**src/rtl/fir_output_requantizer.sv**
```systemverilog
// Requantizes the 32-bit fir_filter output stream to 16 bits (round-half-up, shift, saturate),
// optionally decimates, and buffers the results in a small first-word-fall-through FIFO.
module fir_output_requantizer #(
    parameter int SHIFT      = 4,
    parameter int DECIM      = 1,
    parameter int FIFO_DEPTH = 4
) (
    input  logic                              clk,
    input  logic                              rst,
    input  logic                              valid_in,
    input  logic [31:0]                       signal_in,
    input  logic                              out_ready,
    output logic                              out_valid,
    output logic [15:0]                       out_data,
    output logic [$clog2(FIFO_DEPTH+1)-1:0]   fifo_level,
    output logic                              sat_flag,
    output logic                              overflow,
    input  logic                              clear_flags
);

    localparam int PTR_W = $clog2(FIFO_DEPTH);
    localparam int LVL_W = $clog2(FIFO_DEPTH + 1);
    localparam int PH_W  = 5;
    localparam logic [32:0]      ROUND   = (33'd1 << SHIFT) >> 1;
    localparam logic [PH_W-1:0]  PH_LAST = PH_W'(DECIM - 1);
    localparam logic [LVL_W-1:0] LVL_MAX = LVL_W'(FIFO_DEPTH);

    if (SHIFT < 0 || SHIFT > 16) begin : g_bad_shift
        $error("fir_output_requantizer: SHIFT must be in 0..16");
    end
    if (DECIM < 1 || DECIM > 16) begin : g_bad_decim
        $error("fir_output_requantizer: DECIM must be in 1..16");
    end
    if (FIFO_DEPTH < 2 || (FIFO_DEPTH & (FIFO_DEPTH - 1)) != 0) begin : g_bad_depth
        $error("fir_output_requantizer: FIFO_DEPTH must be a power of 2 and at least 2");
    end

    // ------------------------------------------------------------------
    // Rescale: 33-bit datapath so the rounding add of 0xFFFFFFFF cannot wrap.
    // ------------------------------------------------------------------
    logic [32:0] sum;
    logic [32:0] scaled;
    logic        sat;
    logic [15:0] result;

    always_comb begin
        sum    = {1'b0, signal_in} + ROUND;
        scaled = sum >> SHIFT;
        sat    = (scaled > 33'h0_0000_FFFF);
        result = sat ? 16'hFFFF : scaled[15:0];
    end

    // ------------------------------------------------------------------
    // Decimation phase: only advanced by real samples, so idle gaps are invisible.
    // ------------------------------------------------------------------
    logic [PH_W-1:0] phase_q, phase_d;
    logic            keep;

    always_comb begin
        keep    = valid_in && (phase_q == '0);
        phase_d = phase_q;
        if (valid_in) begin
            phase_d = (phase_q == PH_LAST) ? '0 : phase_q + PH_W'(1);
        end
    end

    // ------------------------------------------------------------------
    // Stage 1 register
    // ------------------------------------------------------------------
    logic        s1_valid_q, s1_valid_d;
    logic [15:0] s1_data_q, s1_data_d;
    logic        s1_sat_q, s1_sat_d;

    always_comb begin
        s1_valid_d = keep;
        s1_data_d  = s1_data_q;
        s1_sat_d   = s1_sat_q;
        if (keep) begin
            s1_data_d = result;
            s1_sat_d  = sat;
        end
    end

    // ------------------------------------------------------------------
    // Output FIFO control
    // ------------------------------------------------------------------
    logic [PTR_W-1:0] wr_ptr_q, wr_ptr_d;
    logic [PTR_W-1:0] rd_ptr_q, rd_ptr_d;
    logic [LVL_W-1:0] level_q, level_d;
    logic             empty, full, pop, push, drop;

    always_comb begin
        empty = (level_q == '0);
        full  = (level_q == LVL_MAX);
        pop   = !empty && out_ready;
        // A full FIFO still accepts a push when the head leaves on the same edge.
        push  = s1_valid_q && (!full || pop);
        drop  = s1_valid_q && full && !pop;
    end

    always_comb begin
        wr_ptr_d = wr_ptr_q;
        rd_ptr_d = rd_ptr_q;
        level_d  = level_q;
        if (push) begin
            wr_ptr_d = wr_ptr_q + PTR_W'(1);
        end
        if (pop) begin
            rd_ptr_d = rd_ptr_q + PTR_W'(1);
        end
        case ({push, pop})
            2'b10:   level_d = level_q + LVL_W'(1);
            2'b01:   level_d = level_q - LVL_W'(1);
            default: level_d = level_q;
        endcase
    end

    // Storage array is not reset; level gates every read of it.
    logic [15:0] mem_q [FIFO_DEPTH];

    always_ff @(posedge clk) begin
        if (push) begin
            mem_q[wr_ptr_q] <= s1_data_q;
        end
    end

    // ------------------------------------------------------------------
    // Sticky flags: a set event in the same cycle as clear_flags wins.
    // ------------------------------------------------------------------
    logic sat_flag_q, sat_flag_d;
    logic overflow_q, overflow_d;

    always_comb begin
        sat_flag_d = clear_flags ? 1'b0 : sat_flag_q;
        overflow_d = clear_flags ? 1'b0 : overflow_q;
        if (push && s1_sat_q) begin
            sat_flag_d = 1'b1;
        end
        if (drop) begin
            overflow_d = 1'b1;
        end
    end

    // ------------------------------------------------------------------
    // State registers
    // ------------------------------------------------------------------
    always_ff @(posedge clk) begin
        if (rst) begin
            phase_q    <= '0;
            s1_valid_q <= 1'b0;
            s1_data_q  <= '0;
            s1_sat_q   <= 1'b0;
            wr_ptr_q   <= '0;
            rd_ptr_q   <= '0;
            level_q    <= '0;
            sat_flag_q <= 1'b0;
            overflow_q <= 1'b0;
        end else begin
            phase_q    <= phase_d;
            s1_valid_q <= s1_valid_d;
            s1_data_q  <= s1_data_d;
            s1_sat_q   <= s1_sat_d;
            wr_ptr_q   <= wr_ptr_d;
            rd_ptr_q   <= rd_ptr_d;
            level_q    <= level_d;
            sat_flag_q <= sat_flag_d;
            overflow_q <= overflow_d;
        end
    end

    always_comb begin
        out_valid  = !empty;
        out_data   = empty ? 16'h0000 : mem_q[rd_ptr_q];
        fifo_level = level_q;
        sat_flag   = sat_flag_q;
        overflow   = overflow_q;
    end

endmodule

```
**config.mk**
```make
export PLATFORM = sky130hd
export DESIGN_NAME = fir_output_requantizer
export DESIGN_NICKNAME = d
export VERILOG_FILES = /design/src/rtl/fir_output_requantizer.sv
export SDC_FILE = /design/constraint.sdc
export NUM_CORES = 1
export LEC_CHECK = 0
export CAP_MARGIN = 20
export CORE_UTILIZATION = 55
export CTS_CLUSTER_DIAMETER = 40
export CTS_CLUSTER_SIZE = 12
export DETAILED_ROUTE_END_ITERATION = 7
export PLACE_DENSITY = 0.82
export SLEW_MARGIN = 5
export SYNTH_ARGS = -nofsm -noshare
export SYNTH_HDL_FRONTEND = slang
export SYNTH_SLANG_ARGS = --single-unit
export TNS_END_PERCENT = 100
```
**constraint.sdc**
```tcl
create_clock -name clk -period 3.1 [get_ports clk]
set_input_delay 0.31 -clock clk [delete_from_list [all_inputs] [get_ports clk]]
set_output_delay 0.31 -clock clk [all_outputs]
set_load 0.02 [all_outputs]
```
* After elaboration in Yosys (flattened, before gate mapping)
Memories as Yosys holds them, arrays and structs flattened. A register that Yosys moved wholly into a read port is not among the register bits. Index checks and enable logic that the tools add are counted.
Word-level totals: memory bits (writable) 64, register bits after elaboration 32, memories kept 1, input port bits 37
Memory list:
- mem_q | depth 4, width 16, rd ports 1, clocked after Yosys merged registers in 1, write ports 1, line 119 | logic [15:0] mem_q [FIFO_DEPTH];
Cells by class: mux-type cells 11, reductions and logical operators 15, add/sub/neg operators 6, equality and inequality tests 3, magnitude comparators 1
Operators by type and width (count):
- 32-bit by 4-bit adder with 33-bit output (second input constant) | 1
- 16-bit two-way mux | 2
- 29-bit by 16-bit greater-than comparator with 1-bit output (second input constant) | 1
- 1-bit logical AND | 6
- 3-bit one-hot mux with 2 select lines | 1
- 2-bit nonzero test | 3
- 5-bit by 1-bit adder with 5-bit output (second input constant) | 1
- 5-bit zero test | 1
- 1-bit two-way mux | 5
- 5-bit two-way mux | 1
- 2-bit by 1-bit adder with 2-bit output (second input constant) | 2
- 2-bit two-way mux | 2
- 3-bit by 1-bit adder with 3-bit output (second input constant) | 1
- 3-bit equality test (second input constant) | 1
- 1-bit zero test | 3
- 3-bit zero test | 1
- 3-bit by 1-bit subtractor with 3-bit output (second input constant) | 1
- 2-bit by 1-bit equality test with 1-bit output (second input constant) | 1
- 2-bit equality test (second input constant) | 1
- 1-bit logical OR | 1

* Longest topological paths before layout
depth after elaboration 7, depth in mapped cells 10, mapped depth without buffers 9

* Worst setup path before layout
Ideal clock, no wire load.
path kind reg2reg, start register level_q[2] (netlist: fifo_level[2]), end register level_q[2] (netlist: fifo_level[2]), path buffers 1, data arrival time 2.225 ns, clock period less this slack 2.295 ns, path slack 0.805 ns, stages on the path, launching flop included 11, data required time 3.030 ns, cell sequence dfxtp_1 -> nor4b_1 -> nor2b_1 -> clkbuf_1 -> inv_1 -> ha_1 -> inv_1 -> fa_1 -> xor2_1 -> or3_1 -> a21oi_1
Between the ends: longest elaborated chain between the ends 7
RTL lines:
- from (decl) | line 89 | logic [LVL_W-1:0] level_q, level_d;
- from (signal assigned) | line 165 | level_q <= level_d;
- 3-bit zero test | line 93 | empty = (level_q == '0);
- 1-bit zero test | line 95 | pop = !empty && out_ready;
- 1-bit logical AND | line 95
- 1-bit logical OR | line 97 | push = s1_valid_q && (!full || pop);
- 1-bit logical AND | line 97
- 2-bit by 1-bit equality test with 1-bit output / 2-bit equality test (equally long branches) | line 111 | case ({push, pop})
- 3-bit one-hot mux with 2 select lines / 2-bit nonzero test (equally long branches)
Several ways; a longest one is shown, not always the timed one. A chain may end at the register's enable or synchronous reset.

==> results.yml <==
clock_network:
  cts_buffers: 9
  clock_sinks: 98
  cts_tree: "built"
  post_cts_buffers: 0
  post_cts.resized_instances: 0
  h-tree-depth: 3
  clockRootBuffer: "clkbuf_8"
  clk-insertion-delay-late_ns: 0.35
  cts_buffer_depth: 2
  path_clk_slew_ns: 0.09
  cts_hold_buf: 0
global_routing:
  grt_usage: 0.203
  grt_overflow: 0
  grt_max_degree: 34
  grt_pass1_wl_um: 12900
  antenna_found_initial: 0
  first_global_vias: 2631
final_layout:
  layout_common_cells: "64 x edfxtp_1, 55 x clkdlybuf4s50_1, 34 x dfxtp_1"
  layout_commonest_cell: "edfxtp_1"
  stdcell_count: 505
  design_area_mm2: 0.00531
  regArea_mm2: 0.00260
  fillCellCount: 549
  antenna-diode-count: 0
  multi_input_comb_area_mm2: 0.00170
  layout.nets: 444
  drive_gt1_frac: 0.119
  area_growth_pct: 20.1
timing:
  fmax_ghz: 0.388
  relSlewSlack: 0.311
  setup_tns_ns: 0
  finalClockSkew_ns: 0.0121
  worst_slew_pin_slew_ns: 1.03
  fin_ws_ns: 0.523
  hold_viol_final: 0
  final_max_slew_viol_count: 0
  finalSetupViolCount: 0
  fin_crit_sh: 0.831
  period_minus_slack_ns: 2.58
  rsz0062_at_grt: "false"
drt:
  drtIter0Drc: 176
  vias: 2817
  viasPerCell: 5.58
  routedWlPerCell_um: 15.5
  drtAntennaViolNets: 0
  first_pass_iters: 4
  routed_wirelength_um: 7810
  drc: 0
power:
  cellPowerDensity_mw_per_mm2: 640
  p_leak_nw: 1.81
  ir_worst_vdd_mv: 0.253
synth:
  ys_seq_area_frac: 0.589
  synth.distinct_cells: 42
  netlist_instances: 338
  ys_ff_latch: 98
  ys_warn_count: 0
  syn_avg_cell_area_um2: 13.1
  synth_area_mm2: 0.00442
  syn_nets: 384
place:
  gp_congestion: 0.843
  dpl-instance-area_mm2: 0.00510
  pre_cts_slack_ns: 0.252
  port_buffers: 55
  dp_cells: 489
  dpl.hpwl_um: 5440
critical_path:
  cp-start-kind: "flip-flop"
  crit_slowest_cell: "dfxtp_1"
  r2r_slack_ns: 0.62
  endpoint_kind: "output port"
  crit_fanout: 16
  crit_arrival_ns: 2.27
  crit_type: "reg2out"
  cp_data_required_time_ns: 2.79
  cpLargestDelayFamily: "flip-flops"
  cpPeakStageDelay_ns: 0.80
  critical_path_buf_inv_count: 1
  crit_chain: "mux4_2 > and2_1 > clkdlybuf4s50_1"
floorplanning:
  ioPinCount: 59
  die_h_um: 91.7
  core_area_mm2: 0.00777
  die_area_mm2: 0.00840
  initial_core_util: 0.569
  die_w_um: 91.7
  rows: 32
hold_path:
  hold_path_class: "reg2reg"
flow_run:
  cap_viol_max_count: 0
outcome:
  status: "finished clean"
## worst reg2reg max path, delay by kind of cell, from the launching register on
family	cells	cell delay, ns
AOI/OAI and AO/OA	1	0.14
and+or+nand+nor	3	1.02
DFF	1	0.36
xor gates and xnor gates	1	0.16
adders and majority gates	2	0.57
buffers and inverters	2	0.16
## power by group
| part | internal (mW) | switching [mW] | total, mW |
|---|---|---|---|
| sequential | 1.48 | 0.0664 | 1.55 |
| combinational | 0.519 | 0.494 | 1.01 |
| clock | 0.425 | 0.417 | 0.842 |
## layout make-up
class / count / share of cell area
clock buffer: 11 / 0.0287
clock inverter: 5 / 0.0108
inverter: 14 / 0.00990
multi-input combinational: 211 / 0.320
sequential: 98 / 0.490
tap: 102 / 0.0240
timing repair buffer: 64 / 0.116
## kinds of logic (layout without fill, tap and decap cells)
logic type | count (synthesis) | in the layout | synth area share
and+or+nand+nor | 105 | 105 | 0.135
DFF | 98 | 98 | 0.589
AOI/OAI and AO/OA | 53 | 53 | 0.0843
buffers and inverters | 29 | 94 | 0.0269
xor gates and xnor gates | 25 | 25 | 0.0495
muxes | 19 | 19 | 0.0883
adders and majority gates | 9 | 9 | 0.0272
## cells in the mapped netlist
cell,number,area (µm²)
ha_1,8,100
nand4_2,2,25.0
or3_1,3,18.8
mux2i_1,3,30.0
and2_1,21,131
fa_1,1,20.0
nand3_1,11,55.1
o311ai_0,1,8.76
xor2_1,14,123
nor3b_1,1,7.51
and3_1,1,6.26
or4_4,1,11.3
nor2b_1,3,18.8
nor4b_1,1,8.76
edfxtp_1,64,1920
o21ai_0,1,5.00
nor4_1,2,12.5
and4b_1,1,10.0
nor3_1,9,45.0
a31o_2,1,8.76
o41ai_1,1,8.76
inv_1,14,52.6
o21bai_1,18,135
a211oi_1,3,22.5
a21oi_1,7,35.0
xnor2_1,11,96.3
nor3_2,2,20.0
a211oi_2,1,12.5
nand2_1,11,41.3
nor2_1,23,86.3
buf_6,1,11.3
a311o_1,1,10.0
and4_1,1,8.76
nand4_1,11,68.8
mux4_2,16,360
a31oi_1,17,106
a311oi_1,1,8.76
clkbuf_1,12,45.0
o2111a_1,1,11.3
buf_2,2,10.0
nor4_4,1,21.3
dfxtp_1,34,681
## metrics by stage
step	hold WS [ns]	utilization	total power [mW]
final	0.495	0.684	3.40
after global routing	0.510	0.684	3.58
after CTS	0.499	0.684	3.43
after detailed placement	0.484	0.657	2.60
after global placement	0.469	0.657	2.57
after floorplan	0.447	-	2.19
## flip-flops by register name (all words and copies together), names as in the netlist, named ones only
signal,flops
sat_flag,1
fifo_level,3
phase_q,5
s1_data_q,16
s1_valid_q,1
wr_ptr_q,2
overflow,1
mem_q,64
s1_sat_q,1
rd_ptr_q,2
## per-layer routing
layer / GRT usage / routed length [µm] / vias up
li1: - / - / 1390
met1: 0.264 / 3400 / 1319
met2: 0.333 / 3890 / 98
met3: 0.0365 / 382 / 10
met4: 0.0899 / 130 / 0
met5: 0 / 0 / -
## worst paths after layout
path / startpoint / to / cells after the start
hold / removal: s1_valid_q / overflow / 2
setup reg to reg: fifo_level[0] / fifo_level[2] / 9
setup / recovery: flip-flop / out_data[14] / 3
hold reg to reg: s1_valid_q / overflow / 2
Power figures use the tool's default switching activity.
